File: src/rtl/cacheline_arbiter_pkg.sv
// Shared types for the I/D cache-line arbiter in front of physical_memory.
// Optional round-robin contention handling is enabled by CACHELINE_ARB_ROUND_ROBIN_EN.
package cacheline_arb_pkg;

    localparam int ARB_ADDR_W = 32;
    localparam int ARB_LINE_W = 256;

    typedef enum logic [1:0] {
        ARB_IDLE,
        ARB_SERVE_A,
        ARB_SERVE_B
    } arb_state_t;

    typedef enum logic {
        ARB_OP_READ,
        ARB_OP_WRITE
    } arb_op_t;

    typedef enum logic {
        ARB_PORT_A,
        ARB_PORT_B
    } arb_port_t;

endpackage

File: src/rtl/cacheline_arbiter_if.sv
// Bundle of the two cache miss ports and the physical memory port.
// slave = arbiter view, master = requesters/memory view.
interface cacheline_arbiter_if #(
    parameter int ADDR_W = 32,
    parameter int LINE_W = 256
);
    logic              read_a;
    logic [ADDR_W-1:0] address_a;
    logic              resp_a;
    logic [LINE_W-1:0] rdata_a;
    logic              read_b;
    logic              write_b;
    logic [ADDR_W-1:0] address_b;
    logic [LINE_W-1:0] wdata_b;
    logic              resp_b;
    logic [LINE_W-1:0] rdata_b;
    logic              read;
    logic              write;
    logic [ADDR_W-1:0] address;
    logic [LINE_W-1:0] wdata;
    logic              resp;
    logic [LINE_W-1:0] rdata;

    // Requests are levels held until the matching resp_x pulse; resp_x is a
    // one-cycle completion that coincides with the memory resp cycle.
    modport slave (
        input  read_a, address_a, read_b, write_b, address_b, wdata_b, resp, rdata,
        output resp_a, rdata_a, resp_b, rdata_b, read, write, address, wdata
    );

    modport master (
        output read_a, address_a, read_b, write_b, address_b, wdata_b, resp, rdata,
        input  resp_a, rdata_a, resp_b, rdata_b, read, write, address, wdata
    );
endinterface

File: src/rtl/cacheline_arbiter_select.sv
// Combinational winner pick between the two cache ports.
// Fixed B-over-A priority unless CACHELINE_ARB_ROUND_ROBIN_EN is defined.
module cacheline_arb_select
    import cacheline_arb_pkg::*;
(
    input  logic      i_pending_a,
    input  logic      i_pending_b,
`ifdef CACHELINE_ARB_ROUND_ROBIN_EN
    input  arb_port_t i_last_grant,
`endif
    output logic      o_grant_valid,
    output arb_port_t o_grant
);
    always_comb begin
        o_grant_valid = i_pending_a | i_pending_b;
        o_grant       = ARB_PORT_A;
        if (i_pending_a && i_pending_b) begin
`ifdef CACHELINE_ARB_ROUND_ROBIN_EN
            o_grant = (i_last_grant == ARB_PORT_A) ? ARB_PORT_B : ARB_PORT_A;
`else
            o_grant = ARB_PORT_B;
`endif
        end else if (i_pending_b) begin
            o_grant = ARB_PORT_B;
        end
    end
endmodule

File: src/rtl/cacheline_arbiter.sv
// Shares one 256-bit memory port between the I-cache (A) and D-cache (B).
// Build option: CACHELINE_ARB_ROUND_ROBIN_EN selects round-robin on contention.
module cacheline_arbiter
    import cacheline_arb_pkg::*;
#(
    parameter int ADDR_W = 32,
    parameter int LINE_W = 256
) (
    input  logic                 clk,
    input  logic                 rst_n,
    cacheline_arbiter_if.slave   bus,
    output arb_state_t           o_dbg_state
);
    arb_state_t        r_state;
    arb_state_t        w_next_state;
    arb_op_t           r_op;
    logic [ADDR_W-1:0] r_addr;
    logic [LINE_W-1:0] r_wdata;
    logic              w_pending_a;
    logic              w_pending_b;
    logic              w_grant_valid;
    arb_port_t         w_grant;

    assign w_pending_a = bus.read_a;
    assign w_pending_b = bus.read_b | bus.write_b;
    assign o_dbg_state = r_state;

`ifdef CACHELINE_ARB_ROUND_ROBIN_EN
    arb_port_t r_last_grant;

    always_ff @(posedge clk or negedge rst_n) begin
        if (!rst_n) begin
            r_last_grant <= ARB_PORT_A;
        end else if (r_state == ARB_IDLE && w_grant_valid) begin
            r_last_grant <= w_grant;
        end
    end
`endif

    cacheline_arb_select u_select (
        .i_pending_a   (w_pending_a),
        .i_pending_b   (w_pending_b),
`ifdef CACHELINE_ARB_ROUND_ROBIN_EN
        .i_last_grant  (r_last_grant),
`endif
        .o_grant_valid (w_grant_valid),
        .o_grant       (w_grant)
    );

    always_ff @(posedge clk or negedge rst_n) begin
        if (!rst_n) begin
            r_state <= ARB_IDLE;
            r_op    <= ARB_OP_READ;
            r_addr  <= '0;
            r_wdata <= '0;
        end else begin
            r_state <= w_next_state;
            // Capture the winner so memory sees a stable transaction even if it drops.
            if (r_state == ARB_IDLE && w_grant_valid) begin
                if (w_grant == ARB_PORT_B) begin
                    r_op    <= bus.write_b ? ARB_OP_WRITE : ARB_OP_READ;
                    r_addr  <= bus.address_b;
                    r_wdata <= bus.wdata_b;
                end else begin
                    r_op    <= ARB_OP_READ;
                    r_addr  <= bus.address_a;
                    r_wdata <= '0;
                end
            end
        end
    end

    always_comb begin
        w_next_state = r_state;
        bus.read     = 1'b0;
        bus.write    = 1'b0;
        bus.address  = r_addr;
        bus.wdata    = r_wdata;
        bus.resp_a   = 1'b0;
        bus.resp_b   = 1'b0;
        bus.rdata_a  = '0;
        bus.rdata_b  = '0;
        case (r_state)
            ARB_IDLE: begin
                if (w_grant_valid) begin
                    w_next_state = (w_grant == ARB_PORT_B) ? ARB_SERVE_B : ARB_SERVE_A;
                end
            end
            ARB_SERVE_A: begin
                bus.read  = (r_op == ARB_OP_READ);
                bus.write = (r_op == ARB_OP_WRITE);
                if (bus.resp) begin
                    bus.resp_a   = 1'b1;
                    bus.rdata_a  = bus.rdata;
                    w_next_state = ARB_IDLE;
                end
            end
            ARB_SERVE_B: begin
                bus.read  = (r_op == ARB_OP_READ);
                bus.write = (r_op == ARB_OP_WRITE);
                if (bus.resp) begin
                    bus.resp_b   = 1'b1;
                    bus.rdata_b  = bus.rdata;
                    w_next_state = ARB_IDLE;
                end
            end
            default: w_next_state = ARB_IDLE;
        endcase
    end

    a_b_read_write_exclusive: assert property (
        @(posedge clk) disable iff (!rst_n) !(bus.read_b && bus.write_b)
    );
endmodule

File: src/flat_wrapper.sv
// flat-port wrapper written by rule: the top's interface ports become plain ports
module cacheline_arbiter_flat import cacheline_arb_pkg::*;
#(
    parameter int ADDR_W = 32,
    parameter int LINE_W = 256
)
  (clk, rst_n, o_dbg_state, bus_read_a, bus_address_a, bus_read_b, bus_write_b, bus_address_b, bus_wdata_b, bus_resp, bus_rdata, bus_resp_a, bus_rdata_a, bus_resp_b, bus_rdata_b, bus_read, bus_write, bus_address, bus_wdata);
  cacheline_arbiter_if #(.ADDR_W(ADDR_W), .LINE_W(LINE_W)) bus_i ();
  input  logic clk;
  input  logic rst_n;
  output arb_state_t o_dbg_state;
  input wire logic [$bits(bus_i.read_a)-1:0] bus_read_a;
  input wire logic [$bits(bus_i.address_a)-1:0] bus_address_a;
  input wire logic [$bits(bus_i.read_b)-1:0] bus_read_b;
  input wire logic [$bits(bus_i.write_b)-1:0] bus_write_b;
  input wire logic [$bits(bus_i.address_b)-1:0] bus_address_b;
  input wire logic [$bits(bus_i.wdata_b)-1:0] bus_wdata_b;
  input wire logic [$bits(bus_i.resp)-1:0] bus_resp;
  input wire logic [$bits(bus_i.rdata)-1:0] bus_rdata;
  output wire logic [$bits(bus_i.resp_a)-1:0] bus_resp_a;
  output wire logic [$bits(bus_i.rdata_a)-1:0] bus_rdata_a;
  output wire logic [$bits(bus_i.resp_b)-1:0] bus_resp_b;
  output wire logic [$bits(bus_i.rdata_b)-1:0] bus_rdata_b;
  output wire logic [$bits(bus_i.read)-1:0] bus_read;
  output wire logic [$bits(bus_i.write)-1:0] bus_write;
  output wire logic [$bits(bus_i.address)-1:0] bus_address;
  output wire logic [$bits(bus_i.wdata)-1:0] bus_wdata;
  assign bus_i.read_a = bus_read_a;
  assign bus_i.address_a = bus_address_a;
  assign bus_i.read_b = bus_read_b;
  assign bus_i.write_b = bus_write_b;
  assign bus_i.address_b = bus_address_b;
  assign bus_i.wdata_b = bus_wdata_b;
  assign bus_i.resp = bus_resp;
  assign bus_i.rdata = bus_rdata;
  assign bus_resp_a = bus_i.resp_a;
  assign bus_rdata_a = bus_i.rdata_a;
  assign bus_resp_b = bus_i.resp_b;
  assign bus_rdata_b = bus_i.rdata_b;
  assign bus_read = bus_i.read;
  assign bus_write = bus_i.write;
  assign bus_address = bus_i.address;
  assign bus_wdata = bus_i.wdata;
  cacheline_arbiter #(.ADDR_W(ADDR_W), .LINE_W(LINE_W)) u_core (.clk(clk), .rst_n(rst_n), .bus(bus_i), .o_dbg_state(o_dbg_state));
endmodule
File: config.mk
export PLATFORM = sky130hd
export DESIGN_NAME = cacheline_arbiter_flat
export DESIGN_NICKNAME = d
export VERILOG_FILES = /design/src/rtl/cacheline_arbiter_pkg.sv /design/src/rtl/cacheline_arbiter_if.sv /design/src/rtl/cacheline_arbiter_select.sv /design/src/rtl/cacheline_arbiter.sv /design/src/flat_wrapper.sv
export SDC_FILE = /design/constraint.sdc
export NUM_CORES = 1
export LEC_CHECK = 0
export ABC_AREA = 1
export CAP_MARGIN = 20
export CORE_AREA = 8 8 534 536
export DETAILED_ROUTE_END_ITERATION = 6
export DIE_AREA = 0 0 542 544
export PLACE_DENSITY_LB_ADDON = 0.12
export SLEW_MARGIN = 25
export SYNTH_ARGS = -nofsm -noshare
export SYNTH_HDL_FRONTEND = slang
export SYNTH_SLANG_ARGS = --single-unit
File: constraint.sdc
create_clock -name clk -period 2.3 [get_ports clk]
set_input_delay 0.23 -clock clk [delete_from_list [all_inputs] [get_ports clk]]
set_output_delay 0.23 -clock clk [all_outputs]
set_load 0.01 [all_outputs]
==> out/results.txt, run 1 <==
run status -> finished, violations left
failing checks -> setup timing
via count -> 20.0k
Global Route met3 Usage -> 5.17%
gr ovfl total -> 0
Top cell by count, worst path -> sky130_fd_sc_hd__buf_6
cell types with the highest counts after synthesis -> 974 x sky130_fd_sc_hd__nand2_1, 513 x sky130_fd_sc_hd__nor2_1, 291 x sky130_fd_sc_hd__dfrtp_1
post-synthesis sequential element count -> 291
clk sinks -> 291
main flop type after synthesis -> sky130_fd_sc_hd__dfrtp_1
unrepaired setup endpoints after global routing -> yes
initial antenna violation count -> 102
cell area power density -> 976 nW/um^2
count of final hold-check violations -> 0
total global routing track utilization -> 12.1%
cell type with the largest total area after synthesis -> sky130_fd_sc_hd__dfrtp_1
Max Cap Violations -> 0
most area-consuming cells after synthesis -> sky130_fd_sc_hd__dfrtp_1 50%, sky130_fd_sc_hd__nand2_1 25%, sky130_fd_sc_hd__nor2_1 13%
most congested layer reported by global routing -> met2
global placement routability congestion -> 0.819
final clock skew -> 0.0400 ns
slowest cell on the critical path -> sky130_fd_sc_hd__clkdlybuf4s50_1
Worst IR Drop VDD -> 473 uV
chain of cells forming the critical path -> buf_6 > ha_4 > nand2_8 > buf_6 > nor2_1 > buf_4 > clkdlybuf4s50_1
minimum period implied by the final worst setup slack -> 2.56 ns
transition time of the tightest slew-check pin -> 0.599 ns
mapped cell area -> 14500 um^2
detailed-route vias per instance -> 2.68
clock tree from TritonCTS -> yes
Worst setup SP type -> register
Pleak -> 0.0187 uW
arrival time of data at the critical path endpoint -> 2.33 ns
worst endpoint required time -> 2.07 ns
post-route design area -> 37000 um^2
area of the core region -> 277000 um^2
Max-Slew Margin vs Limit -> 59.9%
Yosys cell types -> 14
final WL -> 192000 um
most frequent cell after synthesis -> sky130_fd_sc_hd__nand2_1
wire length per cell -> 25.8 um
slack of the critical path -> -0.262 ns
CTS Root Buffer Type -> sky130_fd_sc_hd__clkbuf_16
pins over their slew limit -> 0
io pins -> 1388
pin count of the biggest net entering global routing -> 69
number of search-and-repair iterations in the first detailed-routing pass -> 5
maximum count of clock buffers along a single path -> 3
Hold WC Path Type -> primary input to asynchronous set/reset pin
Placement Cell Area -> 34300 um^2
count of endpoints failing setup in the final report -> 322
Area Overhead vs Synth -> 155%
via count of the first global-routing pass -> 20.5k
starting utilization of the core area -> 5.24%
PortBufs -> 1387
ANT nets after route -> 0
setup slack of the most critical reg-to-reg path -> 0.27 ns
Core Rows -> 194
clock insertion delay at the later pin of the skew report -> 0.62 ns
category of the critical setup timing path -> register to output pin
part of the cycle the worst path needs -> 111%
Setup TNS -> -39.68 ns
critical register-to-register path startpoint -> u_core.o_dbg_state[0]$_DFFE_PN0P_
clock edge transition at the registers on the reported setup and hold paths -> 0.06 ns
Post-Route Hold Slack -> 0.129 ns
DIE AREA -> 295000 um^2
delay of the slowest critical-path stage -> 0.47 ns
Crit. End Element -> output pin
setup slack at placement -> -0.406 ns
first-pass GRT wire length -> 235000 um
Fmax achieved -> 390 MHz
DP HPWL -> 165000 um
cts bufs inserted -> 44
number of warning messages in the yosys log -> 0
violation count after the first detailed-route iteration -> 892
critical path fanouts, max -> 10
average size of a mapped cell -> 6.66 um^2
width of the chip -> 542 um
share of layout cells above drive strength 1 -> 19.9%
residual DRC count -> 0
met2 demand-to-capacity share in global routing -> 22.9%
asr flop ratio synth -> 100%
proportion of synthesized chip area in sequential cells -> 50.2%
area fraction of the dominant cell type after synthesis -> 50.2%
number of levels the H-tree was split into -> 2
Net count, final -> 4281
die height -> 544 um
count of flip-flops with a built-in enable after synthesis -> 0
net count of the mapped netlist -> 2764
met1 track demand over resource in global routing -> 12.9%
Mapped Cells -> 2179
start point of the critical path -> u_core.o_dbg_state[1]$_DFFE_PN0P_
## registers in the layout (all words and copies together) (netlist names)
signal and count:
u_core.o_dbg_state 2, u_core.bus.wdata 256, u_core.bus.address 32, u_core.r_op 1
## metrics by stage
| stage | std cells | total power (uW) | util [%] |
|---|---|---|---|
| after detailed placement | 7314 | 29500 | 12.4 |
| final | 7461 | 36100 | 13.4 |
| after floorplan | 2179 | 15000 | - |
| after CTS | 7409 | 37000 | 13.0 |
| after global placement | 7314 | 29600 | 12.4 |
| after global routing | 7446 | 38800 | 13.4 |
## per-layer routing
layer | wire length, um | share of wire (%)
met2 | 99200 | 52
met5 | 541 | 0.28
met1 | 70400 | 37
met3 | 19000 | 9.9
met4 | 3090 | 1.6
## power breakdown
| part | switching [uW] | internal (uW) |
|---|---|---|
| Combinational | 11200 | 9250 |
| Sequential | 1310 | 7550 |
| Clock | 2850 | 4010 |
## final cells by class
class / count / area, um^2
timing repair buffer: 1595 / 16400
inverter: 268 / 1010
clock buffer: 60 / 1210
fill: 32100 / 240000
clock inverter: 10 / 179
antenna: 17 / 42.5
multi-input combinational: 1496 / 6300
tap: 3724 / 4660
sequential: 291 / 7280
## timing repair
| item | CTS | global route |
|---|---|---|
| gates cloned | 8 | 13 |
| hold buffers | 1 | 0 |
| setup buffers | 16 | 30 |
| pin swaps | 2 | 5 |
| setup endpoints to repair | 513 | 515 |
| resized for setup | 593 | 849 |
| hold endpoints to repair | 210 | 0 |
## worst paths after layout
kind                                                            to  cells after the start
max in group asynchronous       u_core.bus.address[28]$_DFFE_PN0P_                      3
worst max-delay path                               bus_rdata_b[69]                      7
min in group clk                 u_core.bus.wdata[194]$_DFFE_PN0P_                      3
worst min register to register   u_core.bus.wdata[229]$_DFFE_PN0P_                      2
worst max register to register   u_core.bus.wdata[158]$_DFFE_PN0P_                     10
worst min-delay path             u_core.bus.wdata[172]$_DFFE_PN0P_                      2
## worst max-delay path, delay by kind of cell, from the launching register on
kind	cells	cell delay (ns)
buffers and inverters	4	0.94
flip-flops	1	0.41
AND/OR/NAND/NOR	2	0.20
adder cells (fa/ha/maj)	1	0.18
## cells in the final DEF, fill, tap and decap left out, types with 2 or more instances in the layout
cell / instances
sky130_fd_sc_hd__buf_16: 14
sky130_fd_sc_hd__nand2_4: 2
sky130_fd_sc_hd__buf_12: 78
sky130_fd_sc_hd__clkbuf_8: 5
sky130_fd_sc_hd__bufinv_16: 3
sky130_fd_sc_hd__clkbuf_16: 54
sky130_fd_sc_hd__nand2_8: 2
sky130_fd_sc_hd__ha_4: 2
sky130_fd_sc_hd__buf_8: 12
sky130_fd_sc_hd__buf_6: 86
sky130_fd_sc_hd__clkbuf_1: 11
sky130_fd_sc_hd__clkdlybuf4s15_1: 2
sky130_fd_sc_hd__diode_2: 17
sky130_fd_sc_hd__buf_4: 160
sky130_fd_sc_hd__dlygate4sd2_1: 67
sky130_fd_sc_hd__inv_1: 265
sky130_fd_sc_hd__clkbuf_2: 35
sky130_fd_sc_hd__buf_2: 110
sky130_fd_sc_hd__clkdlybuf4s15_2: 53
sky130_fd_sc_hd__nor2_1: 399
sky130_fd_sc_hd__clkinv_2: 3
sky130_fd_sc_hd__dlymetal6s2s_1: 79
sky130_fd_sc_hd__clkdlybuf4s50_1: 888
sky130_fd_sc_hd__nand2_1: 971
sky130_fd_sc_hd__nor2_4: 58
sky130_fd_sc_hd__dfrtp_1: 291
sky130_fd_sc_hd__nor2_2: 58
sky130_fd_sc_hd__inv_2: 2
## cell families (layout without fill, tap and decap cells)
group / Yosys count / in the layout / synth area share, %
adders and majority gates: 3 / 3 / 0.259
other: 0 / 17 / 0
DFF: 291 / 291 / 50.2
and+or+nand+nor: 1491 / 1492 / 38.6
buffers and inverters: 393 / 1933 / 10.9
AOI/OAI and AO/OA: 1 / 1 / 0.0344
No activity file was read; power rests on OpenSTA's default activity.
==> run 2, diff against run 1 <==
--- a/config.mk
+++ b/config.mk
@@ -10,7 +10,7 @@
 export CORE_AREA = 8 8 534 536
 export DETAILED_ROUTE_END_ITERATION = 6
 export DIE_AREA = 0 0 542 544
-export PLACE_DENSITY_LB_ADDON = 0.12
+export PLACE_DENSITY = 0.3
 export SLEW_MARGIN = 25
 export SYNTH_ARGS = -nofsm -noshare
 export SYNTH_HDL_FRONTEND = slang
==> run 2 against run 1 <==
Net effect:
- the run still ends with setup timing left
- combinational power barely moved
- clock power fell by 1%
- wire length fell by 1.8%
- die area did not move
- utilization barely moved
- via count rose by 2.3%
- non-clock buffer count rose by 12
- register-to-register slack got worse by 0.11 ns
- sequential cell count did not move
- first-iteration DRC count rose by 47%
- total power rose by 0.58%
- final cell count rose by 0.20%
- largest cell class unchanged
- largest power group unchanged
==> out/results.txt, run 2 (synthesized netlist as in run 1, its figures left out) <==
category of the critical setup timing path -> register to output pin
number of levels the H-tree was split into -> 2 (unchanged)
run status -> finished, violations left
starting utilization of the core area -> 5.24% (unchanged)
Fmax achieved -> 363 MHz (-6.9%)
Setup TNS -> -97.85 ns (-58.17 ns)
total global routing track utilization -> 11.8% (-0.34 points)
width of the chip -> 542 um (unchanged)
Worst setup SP type -> register
routed length on met3 -> 19900 um (+4.6%)
pin count of the biggest net entering global routing -> 89 (+29%)
Core Rows -> 194 (unchanged)
wire length per cell -> 25.2 um (-2.0%)
gr ovfl total -> 0 (unchanged)
final clock skew -> 0.0360 ns (-0.00393 ns)
Pleak -> 0.0182 uW (-3.0%)
DIE AREA -> 295000 um^2 (unchanged)
arrival time of data at the critical path endpoint -> 2.52 ns (+0.19 ns)
cell count after placement -> 7327 (+0.18%)
CTS Root Buffer Type -> sky130_fd_sc_hd__clkbuf_16
transition time of the tightest slew-check pin -> 0.633 ns (+0.0335 ns)
Max Cap Violations -> 0 (unchanged)
io pins -> 1388 (unchanged)
part of the cycle the worst path needs -> 120% (+8.3 points)
detailed-route vias per instance -> 2.74 (+2.1%)
Top cell by count, worst path -> sky130_fd_sc_hd__buf_12
ANT nets after route -> 0 (unchanged)
Area Overhead vs Synth -> 155%
DP HPWL -> 164000 um (-0.40%)
clock edge transition at the registers on the reported setup and hold paths -> 0.06 ns (about the same)
critical path fanouts, max -> 32 (+22)
chain of cells forming the critical path -> inv_2 > ha_2 > nand2_4 > buf_12 > buf_12 > nor2_1 > buf_4 > buf_12
slack of the critical path -> -0.452 ns (-0.190 ns)
delay of the slowest critical-path stage -> 0.44 ns (-0.03 ns)
Post-Route Utilization -> 13.3% (-0.025 points)
via count -> 20.5k (+2.3%)
most used cells in the layout excluding fill and tap cells -> 970 x sky130_fd_sc_hd__nand2_1, 957 x sky130_fd_sc_hd__clkdlybuf4s50_1, 481 x sky130_fd_sc_hd__nor2_1, 290 x sky130_fd_sc_hd__dfrtp_1, 266 x sky130_fd_sc_hd__inv_1
number of search-and-repair iterations in the first detailed-routing pass -> 5 (unchanged)
pins over their slew limit -> 0 (unchanged)
initial antenna violation count -> 84 (-18%)
violation count after the first detailed-route iteration -> 1310 (+47%)
cts bufs inserted -> 42 (-4.5%)
count of final hold-check violations -> 0 (unchanged)
PortBufs -> 1387 (unchanged)
global placement routability congestion -> 0.874 (+6.8%)
minimum period implied by the final worst setup slack -> 2.75 ns (+0.190 ns)
total power consumption of the routed design -> 36300 uW (+0.58%)
Net count, final -> 4290 (+0.21%)
flip-flop count of the largest register, all copies and words added -> 256 (unchanged)
via count of the first global-routing pass -> 20.9k (+2.0%)
area of the core region -> 277000 um^2 (unchanged)
top layer reached by signal wires -> met5
residual DRC count -> 0 (unchanged)
post-route non-filler standard cell count -> 7476 (+0.20%)
M1 WL -> 73000 um (+3.8%)
cell area power density -> 983 nW/um^2 (+0.77%)
Worst IR Drop VDD -> 493 uV (+4.1%)
slowest cell on the critical path -> sky130_fd_sc_hd__dfrtp_2
maximum count of clock buffers along a single path -> 3 (unchanged)
share of layout cells above drive strength 1 -> 17.1% (-2.8 points)
first-pass GRT wire length -> 230000 um (-2.1%)
failing checks -> setup timing
commonest non-fill, non-tap cell in the layout -> sky130_fd_sc_hd__nand2_1
clock tree from TritonCTS -> yes
Hold WC Path Type -> primary input to asynchronous set/reset pin
unrepaired setup endpoints after global routing -> yes
clock insertion delay at the later pin of the skew report -> 0.59 ns (-0.03 ns)
Crit. End Element -> output pin
die height -> 544 um (unchanged)
count of endpoints failing setup in the final report -> 413 (+28%)
Met2 Routed Length -> 90400 um (-8.8%)
clk sinks -> 291 (unchanged)
final WL -> 189000 um (-1.8%)
Max-Slew Margin vs Limit -> 57.8% (-2.1 points)
worst endpoint required time -> 2.07 ns (about the same)
-- run 2: path summary, 6_finish.rpt --
path | start | to | slack (ns) | cells after the start
setup / recovery | u_core.o_dbg_state[0]$_DFFE_PN0P_ | bus_rdata_b[176] | -0.45 | 8
hold / removal | rst_n | u_core.bus.wdata[74]$_DFFE_PN0P_ | 0.12 | 2
setup reg to reg | u_core.o_dbg_state[1]$_DFFE_PN0P_ | u_core.bus.wdata[227]$_DFFE_PN0P_ | 0.16 | 10
hold reg to reg | u_core.bus.wdata[53]$_DFFE_PN0P_ | u_core.bus.wdata[53]$_DFFE_PN0P_ | 0.47 | 2
max in group asynchronous | rst_n | u_core.bus.wdata[173]$_DFFE_PN0P_ | 1.26 | 3
min in group clk | bus_wdata_b[28] | u_core.bus.wdata[28]$_DFFE_PN0P_ | 0.16 | 3
-- run 2: layout make-up --
class                   instances  area (um^2)
repair buffers               1607        16700
flip-flops and latches        291         7280
clock inverters                19          241
inverters                     268         1010
diodes                         16         40.0
clock buffers                  56         1160
multi-input cells            1495         5870
fillers                     32100       240000
well taps                    3724         4660
-- run 2: layer usage --
metal  vias to the layer above  GRT usage (%)
met1                      9730           13.4
met2                      1165           20.5
met4                        90           2.51
met3                       198           5.12
met5                         -              0
li1                       9314              -
-- run 2: power breakdown --
part	leakage (uW)	internal, uW	switching, uW	total, uW
Combinational	0.0139	9270	11200	20500
Clock	0.000691	4020	2740	6760
Sequential	0.00361	7560	1530	9090
Total	0.0182	20900	15500	36300
-- run 2: stage by stage --
| stage | area, um^2 | setup slack, ns | hold WS [ns] |
|---|---|---|---|
| 2_1_floorplan | 14500 | 0.600 | -0.0656 |
| 3_3_place_gp | 35000 | -0.214 | 0.157 |
| 3_5_place_dp | 35000 | -0.231 | 0.160 |
| 4_1_cts | 36400 | -0.556 | 0.0720 |
| 5_1_grt | 36900 | -0.530 | 0.0988 |
| 6_report | 37000 | -0.452 | 0.122 |
-- run 2: worst max-delay path: cells and delay by family (launching register included) --
family	cells	cell delay, ns
and+or+nand+nor	2	0.40
adders and majority gates	1	0.18
buffers and inverters	5	0.79
DFF	1	0.44
-- run 2: timing repair --
item                                    in CTS  in global routing
endpoints found under the hold margin      291                  0
hold buffers                                 1                  0
endpoints found under the setup margin     510                513
pin swaps                                    0                  1
cloned                                       3                 19
resized for setup                          266                412
buffers inserted                             3                 33
